### src/rtl/traffic_pkg.sv
// rtl/traffic_pkg.sv - shared types and default timing constants for the pedestrian controller
package traffic_pkg;

  typedef enum logic [1:0] {
    IDLE  = 2'd0,
    WALK  = 2'd1,
    FLASH = 2'd2,
    FAULT = 2'd3
  } ped_state_t;

  localparam int WALK_CYCLES_D  = 8;
  localparam int FLASH_CYCLES_D = 6;
  localparam int CNT_W_D        = 4;

endpackage

### src/rtl/lamp_sampler.sv
// rtl/lamp_sampler.sv - registers the vehicle lamps, detects red onset and checks one-hot legality
module lamp_sampler (
  input  logic clk,
  input  logic rst,
  input  logic N_R,
  input  logic N_Y,
  input  logic N_G,
  output logic r_q,
  output logic red_onset,
  output logic lamp_ok,
  output logic vld
);

  logic y_q;
  logic g_q;
  logic r_qq;
  logic vld_q;

  // r_qq only follows r_q once vld is up, so a red already lit at reset release is not an onset
  always_ff @(posedge clk or posedge rst) begin
    if (rst) begin
      r_q   <= 1'b0;
      y_q   <= 1'b0;
      g_q   <= 1'b0;
      r_qq  <= 1'b1;
      vld_q <= 1'b0;
    end else begin
      r_q   <= N_R;
      y_q   <= N_Y;
      g_q   <= N_G;
      vld_q <= 1'b1;
      if (vld_q) begin
        r_qq <= r_q;
      end
    end
  end

  assign red_onset = r_q & ~r_qq;
  assign lamp_ok   = $onehot({r_q, y_q, g_q});
  assign vld       = vld_q;

endmodule

### src/rtl/ped_signal_ctrl.sv
// rtl/ped_signal_ctrl.sv - pedestrian walk FSM, phase timer and request latch
module ped_signal_ctrl
  import traffic_pkg::*;
#(
  parameter int WALK_CYCLES  = WALK_CYCLES_D,
  parameter int FLASH_CYCLES = FLASH_CYCLES_D,
  parameter int CNT_W        = CNT_W_D
) (
  input  logic             clk,
  input  logic             rst,
  input  logic             N_R,
  input  logic             N_Y,
  input  logic             N_G,
  input  logic             ped_btn,
  output logic             walk,
  output logic             dont_walk,
  output logic [CNT_W-1:0] countdown,
  output logic             req_pending,
  output logic             viol,
  output logic             fault
);

  logic r_q, red_onset, lamp_ok, vld;

  lamp_sampler u_lamp_sampler (
    .clk       (clk),
    .rst       (rst),
    .N_R       (N_R),
    .N_Y       (N_Y),
    .N_G       (N_G),
    .r_q       (r_q),
    .red_onset (red_onset),
    .lamp_ok   (lamp_ok),
    .vld       (vld)
  );

  ped_state_t       state_q, state_d;
  logic [CNT_W-1:0] timer_q, timer_d;
  logic [CNT_W-1:0] cnt_q, cnt_d;
  logic             walk_q, walk_d;
  logic             dw_q, dw_d;
  logic             req_q, req_d;
  logic             viol_q, viol_d;
  logic             fault_q, fault_d;

  always_ff @(posedge clk or posedge rst) begin
    if (rst) begin
      state_q <= IDLE;
      timer_q <= '0;
      cnt_q   <= '0;
      walk_q  <= 1'b0;
      dw_q    <= 1'b1;
      req_q   <= 1'b0;
      viol_q  <= 1'b0;
      fault_q <= 1'b0;
    end else begin
      state_q <= state_d;
      timer_q <= timer_d;
      cnt_q   <= cnt_d;
      walk_q  <= walk_d;
      dw_q    <= dw_d;
      req_q   <= req_d;
      viol_q  <= viol_d;
      fault_q <= fault_d;
    end
  end

  // Outputs are computed here for the next state so every lamp comes straight from a flop
  always_comb begin
    state_d = state_q;
    timer_d = timer_q;
    cnt_d   = cnt_q;
    walk_d  = walk_q;
    dw_d    = dw_q;
    req_d   = req_q;
    viol_d  = 1'b0;
    fault_d = fault_q;

    if (vld && !lamp_ok) begin
      state_d = FAULT;
      timer_d = '0;
      cnt_d   = '0;
      walk_d  = 1'b0;
      dw_d    = 1'b1;
      req_d   = 1'b0;
      fault_d = 1'b1;
    end else begin
      case (state_q)
        IDLE: begin
          walk_d = 1'b0;
          dw_d   = 1'b1;
          cnt_d  = '0;
          if (red_onset && (req_q || ped_btn)) begin
            state_d = WALK;
            timer_d = CNT_W'(WALK_CYCLES - 1);
            req_d   = 1'b0;
            walk_d  = 1'b1;
            dw_d    = 1'b0;
          end else if (ped_btn) begin
            req_d = 1'b1;
          end
        end
        WALK, FLASH: begin
          if (!r_q) begin
            state_d = IDLE;
            viol_d  = 1'b1;
            walk_d  = 1'b0;
            dw_d    = 1'b1;
            cnt_d   = '0;
            req_d   = 1'b0;
          end else if (state_q == WALK) begin
            if (timer_q == '0) begin
              state_d = FLASH;
              cnt_d   = CNT_W'(FLASH_CYCLES);
              walk_d  = 1'b0;
              dw_d    = 1'b1;
            end else begin
              timer_d = timer_q - CNT_W'(1);
            end
          end else if (cnt_q == CNT_W'(1)) begin
            state_d = IDLE;
            cnt_d   = '0;
            dw_d    = 1'b1;
          end else begin
            cnt_d = cnt_q - CNT_W'(1);
            dw_d  = ~dw_q;
          end
        end
        default: begin
          state_d = FAULT;
        end
      endcase
    end
  end

  assign walk        = walk_q;
  assign dont_walk   = dw_q;
  assign countdown   = cnt_q;
  assign req_pending = req_q;
  assign viol        = viol_q;
  assign fault       = fault_q;

endmodule
### config.mk
export PLATFORM = sky130hd
export DESIGN_NAME = ped_signal_ctrl
export DESIGN_NICKNAME = d
export VERILOG_FILES = /design/src/rtl/traffic_pkg.sv /design/src/rtl/lamp_sampler.sv /design/src/rtl/ped_signal_ctrl.sv
export SDC_FILE = /design/constraint.sdc
export NUM_CORES = 1
export LEC_CHECK = 0
export BUFFER_PORTS_ARGS = -buffer_cell sky130_fd_sc_hd__buf_2
export CAP_MARGIN = 20
export CORE_UTILIZATION = 40
export DETAILED_ROUTE_END_ITERATION = 8
export GPL_TIMING_DRIVEN = 0
export HOLD_SLACK_MARGIN = 0.06
export MAX_ROUTING_LAYER = met4
export PLACE_DENSITY = 0.57
export SLEW_MARGIN = 30
export SYNTH_ARGS = -nofsm -noshare
export SYNTH_HDL_FRONTEND = slang
export SYNTH_SLANG_ARGS = --single-unit
### constraint.sdc
create_clock -name clk -period 3.75 [get_ports clk]
set_input_delay 0.75 -clock clk [delete_from_list [all_inputs] [get_ports clk]]
set_output_delay 0.75 -clock clk [all_outputs]
set_load 0.05 [all_outputs]
# [Word-level counts from Yosys, hierarchy flattened]
# Cells that the tools add are included.
[totals] wordCells=87 in_bits=6 reg_bits=20
[op_classes] reduce_logical=13 n_addsub=4 eq_ne=14 mux=40 bitwise_logic=3
[op_table] operator="two-way mux 4 bit" n=10
[op_table] operator="two-way mux 1 bit" n=18
[op_table] operator="one-hot mux 4 bit (2 select lines)" n=2
[op_table] operator="two-way mux 2 bit" n=6
[op_table] operator="!= test 3 bit (second input constant)" n=4
[op_table] operator="!= test 4 bit (second input constant)" n=3
[op_table] operator="!= test 5 bit (second input constant)" n=2
[op_table] operator="AND reduction 3 bit" n=3
[op_table] operator="subtractor 4 x 1 -> 4 bit (second input constant)" n=2
[op_table] operator="one-hot mux 1 bit (2 select lines)" n=3
[op_table] operator="AND reduction 5 bit" n=1
[op_table] operator="== test 2 x 1 -> 1 bit (second input constant)" n=2
[op_table] operator="== test 4 x 1 -> 1 bit (second input constant)" n=1
[op_table] operator="zero test 4 bit" n=1
[op_table] operator="one-hot mux 2 bit (2 select lines)" n=1
[op_table] operator="!= test 3 x 2 -> 1 bit (second input constant)" n=1
[op_table] operator="nonzero test 3 bit" n=1
[op_table] operator="adder 1 x 1 -> 2 bit" n=1
[op_table] operator="adder 2 x 1 -> 2 bit" n=1
[op_table] operator="== test 2 bit (second input constant)" n=1
[op_table] operator="logical AND 1 bit" n=2
[op_table] operator="zero test 2 bit" n=1
[op_table] operator="inverter 1 bit" n=2
[op_table] operator="AND reduction 2 bit" n=1
[op_table] operator="4 further kinds" n=4

# [Logic depth before layout (Yosys ltp)]
[depth] ltp_word=7 ltp_mapped=6 ltp_nobuf=6

# [Cells and area by module]
# Synthesis repeated with hierarchy kept, for this count alone.
[unflattened] hier_cells=124 area_unflattened_um2=1201.2
[by_module_without_submodules] mod="ped_signal_ctrl" area_each_um2=1019.7 seq_area_each_um2=376.6 n_inst=1 cells_each=113
[by_module_without_submodules] mod="lamp_sampler" area_each_um2=181.4 seq_area_each_um2=126.4 n_inst=1 cells_each=11

# [Worst setup path before layout]
# OpenSTA, ideal clock, no wires.
[synth_path] path_type="register -> register" startpoint="register u_lamp_sampler.r_q" endpoint="register cnt_q[2], in the netlist countdown[2]" path_stages_with_launch=7 arrival_time_ns=1.987 setup_time_ns=0.095 slack_ns=1.668 synth_period_minus_slack_ns=2.082 cell_sequence="dfrtp_1 fa_1 nand2b_4 and2_1 clkbuf_1 or4_1 o31ai_1"
[synth_via] elab_chain_len=6 elab_cells_between_ends=10 classes_between="add/sub: 1; eq/ne: 2; mux: 3; reduce/logical: 4"
[synth_lines] item="start: declaration" line_no="lamp_sampler.sv:8" source="output logic r_q,"
[synth_lines] item="start signal: assignment" line_no="lamp_sampler.sv:22" source="r_q <= 1'b0;"
[synth_lines] item="start signal: assignment" line_no="lamp_sampler.sv:28" source="r_q <= N_R;"
[synth_lines] item="adder 2 x 1 -> 2 bit (not written as such)" line_no="lamp_sampler.sv:39" source="assign lamp_ok = $onehot({r_q, y_q, g_q});"
[synth_lines] item="== test 2 x 1 -> 1 bit" line_no="lamp_sampler.sv:39"
[synth_lines] item="zero test 1 bit" line_no="ped_signal_ctrl.sv:79" source="if (vld && !lamp_ok) begin"
[synth_lines] item="logical AND 1 bit" line_no="ped_signal_ctrl.sv:79"
[synth_lines] item="!= test 5 bit (no line) or nonzero test 3 bit (tied branches)"
[synth_lines] item="AND reduction 2 bit (no line)"
[synth_lines] item="end signal: assignment" line_no="ped_signal_ctrl.sv:59" source="cnt_q <= cnt_d;"
[synth_lines] item="end: declaration" line_no="ped_signal_ctrl.sv:39" source="logic [CNT_W-1:0] cnt_q, cnt_d;"
# Several ways; a longest one is shown, not always the timed one.
# A chain may end at the register's enable or synchronous reset.

# [Worst setup path after layout]
# Same ends and word-level chain as after synthesis.

==> impl_metrics.ini <==
[floorplanning]
die_area_um2 = 3113
rows = 19
die_width_um = 55.79
start_util = 0.4197
io_pins = 15
core_area_um2 = 2758
die_h_um = 55.79

[route]
post_drt_wl_per_cell_um = 14.59
drt-initial-drc-count = 13
ant_nets = 0
vias = 913
firstDrtPassIters = 4
drc = 0
wl_um = 2378
via_per_inst = 5.601

[sta]
fmax_mhz = 436.4
hold_viol_final = 0
fin_hold_ws_ns = 0.4811
worst_slew_pin_slew_ns = 0.7672
setup_ws_ns = 1.459
setup_tns_ns = 0
slew_headroom = 0.4880
slew_violations = 0
rsz0062_at_grt = false
fin_crit_ns = 2.291
post-route-period-util = 0.6110
setup-violations-final = 0
finClkSkew_ns = 0.005657

[power]
power_leakage_nw = 0.5799
intPower_mw = 0.5366
power_frac_seq = 0.321
combPwrFrac = 0.486
p_total_mw = 0.9291
p_clk_frac = 0.193
ir_worst_vdd_mv = 0.3677
p_switching_mw = 0.3925
power_density_nw_per_um2 = 704.5
sw_frac_of_total = 0.4225

[global_route]
grt_pass1_vias = 851
antenna_found_initial = 0
grt_pass1_wl_um = 4015
grt-ovfl-total = 0
grt_max_degree = 21
track_usage = 0.1706

[placement]
hpwlAfterDp_um = 1760
place_ws_ns = 1.486
gp_congestion = 0.7457
dp.cells = 159
io_buffers = 14
dpl_cell_area_um2 = 1266

[final_layout]
layout.cells.non_filler = 163
fin_nets = 145
regArea_um2 = 503.0
diodes = 0
utilization = 0.4782
multiInputGateArea_um2 = 601.8
nFillCells = 279
drive_above_1_share = 0.2424
area_delta_synth_final_pct = 13.95
final_cell_area_um2 = 1319

[setup_path]
start_kind = register
worstPathBufferInverterCount = 1
cp_slowest_stage_delay_ns = 0.61
required_ns = 3.97
cp_slowest_cell = fa_1
reg2regPathDepth = 6
worstPathCellList = fa_1 -> nand2b_4 -> and2_1 -> clkbuf_1 -> or4_1 -> o31ai_1
cp-end-kind = register
crit_fanout = 8
worstSetupPathDepth = 6
cp_data_arrival_time_ns = 2.51
rrSetupSlack_ns = 1.46
crit_family = simple AND/OR/NAND/NOR gates
critPathKind = register to register

[yosys]
synth_edf_count = 0
syn_nets = 126
synth_warnings = 0
syn_area_um2 = 1157
syn_inst = 114
ys_seq_area_frac = 0.4346
ys_ff_latch = 20
ys_async_sr_fraction = 1.000
avgSynthCellArea_um2 = 10.15
ys.flop_type = dfrtp_1
ys_types = 42

[clock_network]
htree_levels = 1
post-cts-setup-buffers = 0
cts_tree = built
clk_path_buf_depth = 2
clk_pin_slew_worst_paths_ns = 0.12
cts_hold_buf = 0
cts_inserted_buffers = 3
clkLatencyLatePin_ns = 0.31
clock-sinks = 20
cts_resized = 0
clockRootBuffer = clkbuf_4

[run]
cap_violations = 0

[hold_path]
whs_path_depth = 1
min-delay-path-class = register to register

[outcome]
status = complete, no violations
-- kinds of logic after synthesis --
family,Yosys count,synth area share
AO/OA/AOI/OAI,30,0.2097
XOR/XNOR,1,0.007569
adder cells (fa/ha/maj),6,0.07135
buffers and inverters,14,0.04541
flip-flops,20,0.4346
multiplexers,4,0.03892
other,1,0.003240
AND/OR/NAND/NOR,38,0.1892
-- cell usage after synthesis (all sizes together) (2+ instances only) --
cell type,count,area share
a2111oi,2,0.031
a21oi,7,0.030
a32o,2,0.017
and2,2,0.011
clkbuf,2,0.0065
dfrtp,18,0.39
dfstp,2,0.045
ha,5,0.054
inv,12,0.039
mux2,4,0.039
nand2,9,0.031
nand2b,6,0.039
nor2,6,0.019
nor3,3,0.013
nor3b,2,0.017
nor4,2,0.011
o21ai,7,0.030
o22a,2,0.015
or3,2,0.011
-- cell type report --
cell class | instances | area share
Clock buffer | 3 | 0.01708
Multi-Input combinational cell | 80 | 0.4564
Clock inverter | 1 | 0.02277
Buffer | 2 | 0.005693
Inverter | 12 | 0.03416
Timing Repair Buffer | 14 | 0.05313
Tap cell | 31 | 0.02941
Sequential cell | 20 | 0.3814
-- final timing paths --
path,from,to
max,u_lamp_sampler.r_q$_DFF_PP0_,countdown[2]$_DFFE_PP0P_
max reg2reg,u_lamp_sampler.r_q$_DFF_PP0_,countdown[2]$_DFFE_PP0P_
min,fault$_DFFE_PP0N_,fault$_DFFE_PP0N_
max in group asynchronous,rst,timer_q[1]$_DFFE_PP0P_
min reg2reg,fault$_DFFE_PP0N_,fault$_DFFE_PP0N_
min in group asynchronous,rst,u_lamp_sampler.y_q$_DFF_PP0_
-- metal layers --
layer / global-route usage / up-vias / wire length (um)
met5: - / - / 0
met4: 0.07500 / 0 / 42
met3: 0.02326 / 5 / 70
met2: 0.2685 / 19 / 1091
met1: 0.2204 / 444 / 1174
li1: - / 445 / -
-- power groups by stage --
stage	Sequential (mW)	Combinational (mW)	Clock (mW)
after CTS	0.298	0.450	0.184
after global routing	0.306	0.494	0.191
final	0.298	0.452	0.179
after detailed placement	0.302	0.449	0
after floorplan	0.364	0.290	0
after global placement	0.301	0.442	0
-- layout by cell type (no fill, tap or decap), types with 2 or more instances in the layout --
cell,count
inv_1,12
clkbuf_1,2
nor2_1,6
nor4_1,2
nand2_1,8
a21oi_1,7
o21ai_0,7
a32o_1,2
nor3_1,3
dfstp_2,2
and2_1,2
buf_2,14
dfrtp_1,18
mux2_2,4
o22a_1,2
ha_1,5
clkbuf_4,3
or3_1,2
nand2b_1,5
Note: power is estimated with default switching activity, not from simulation.
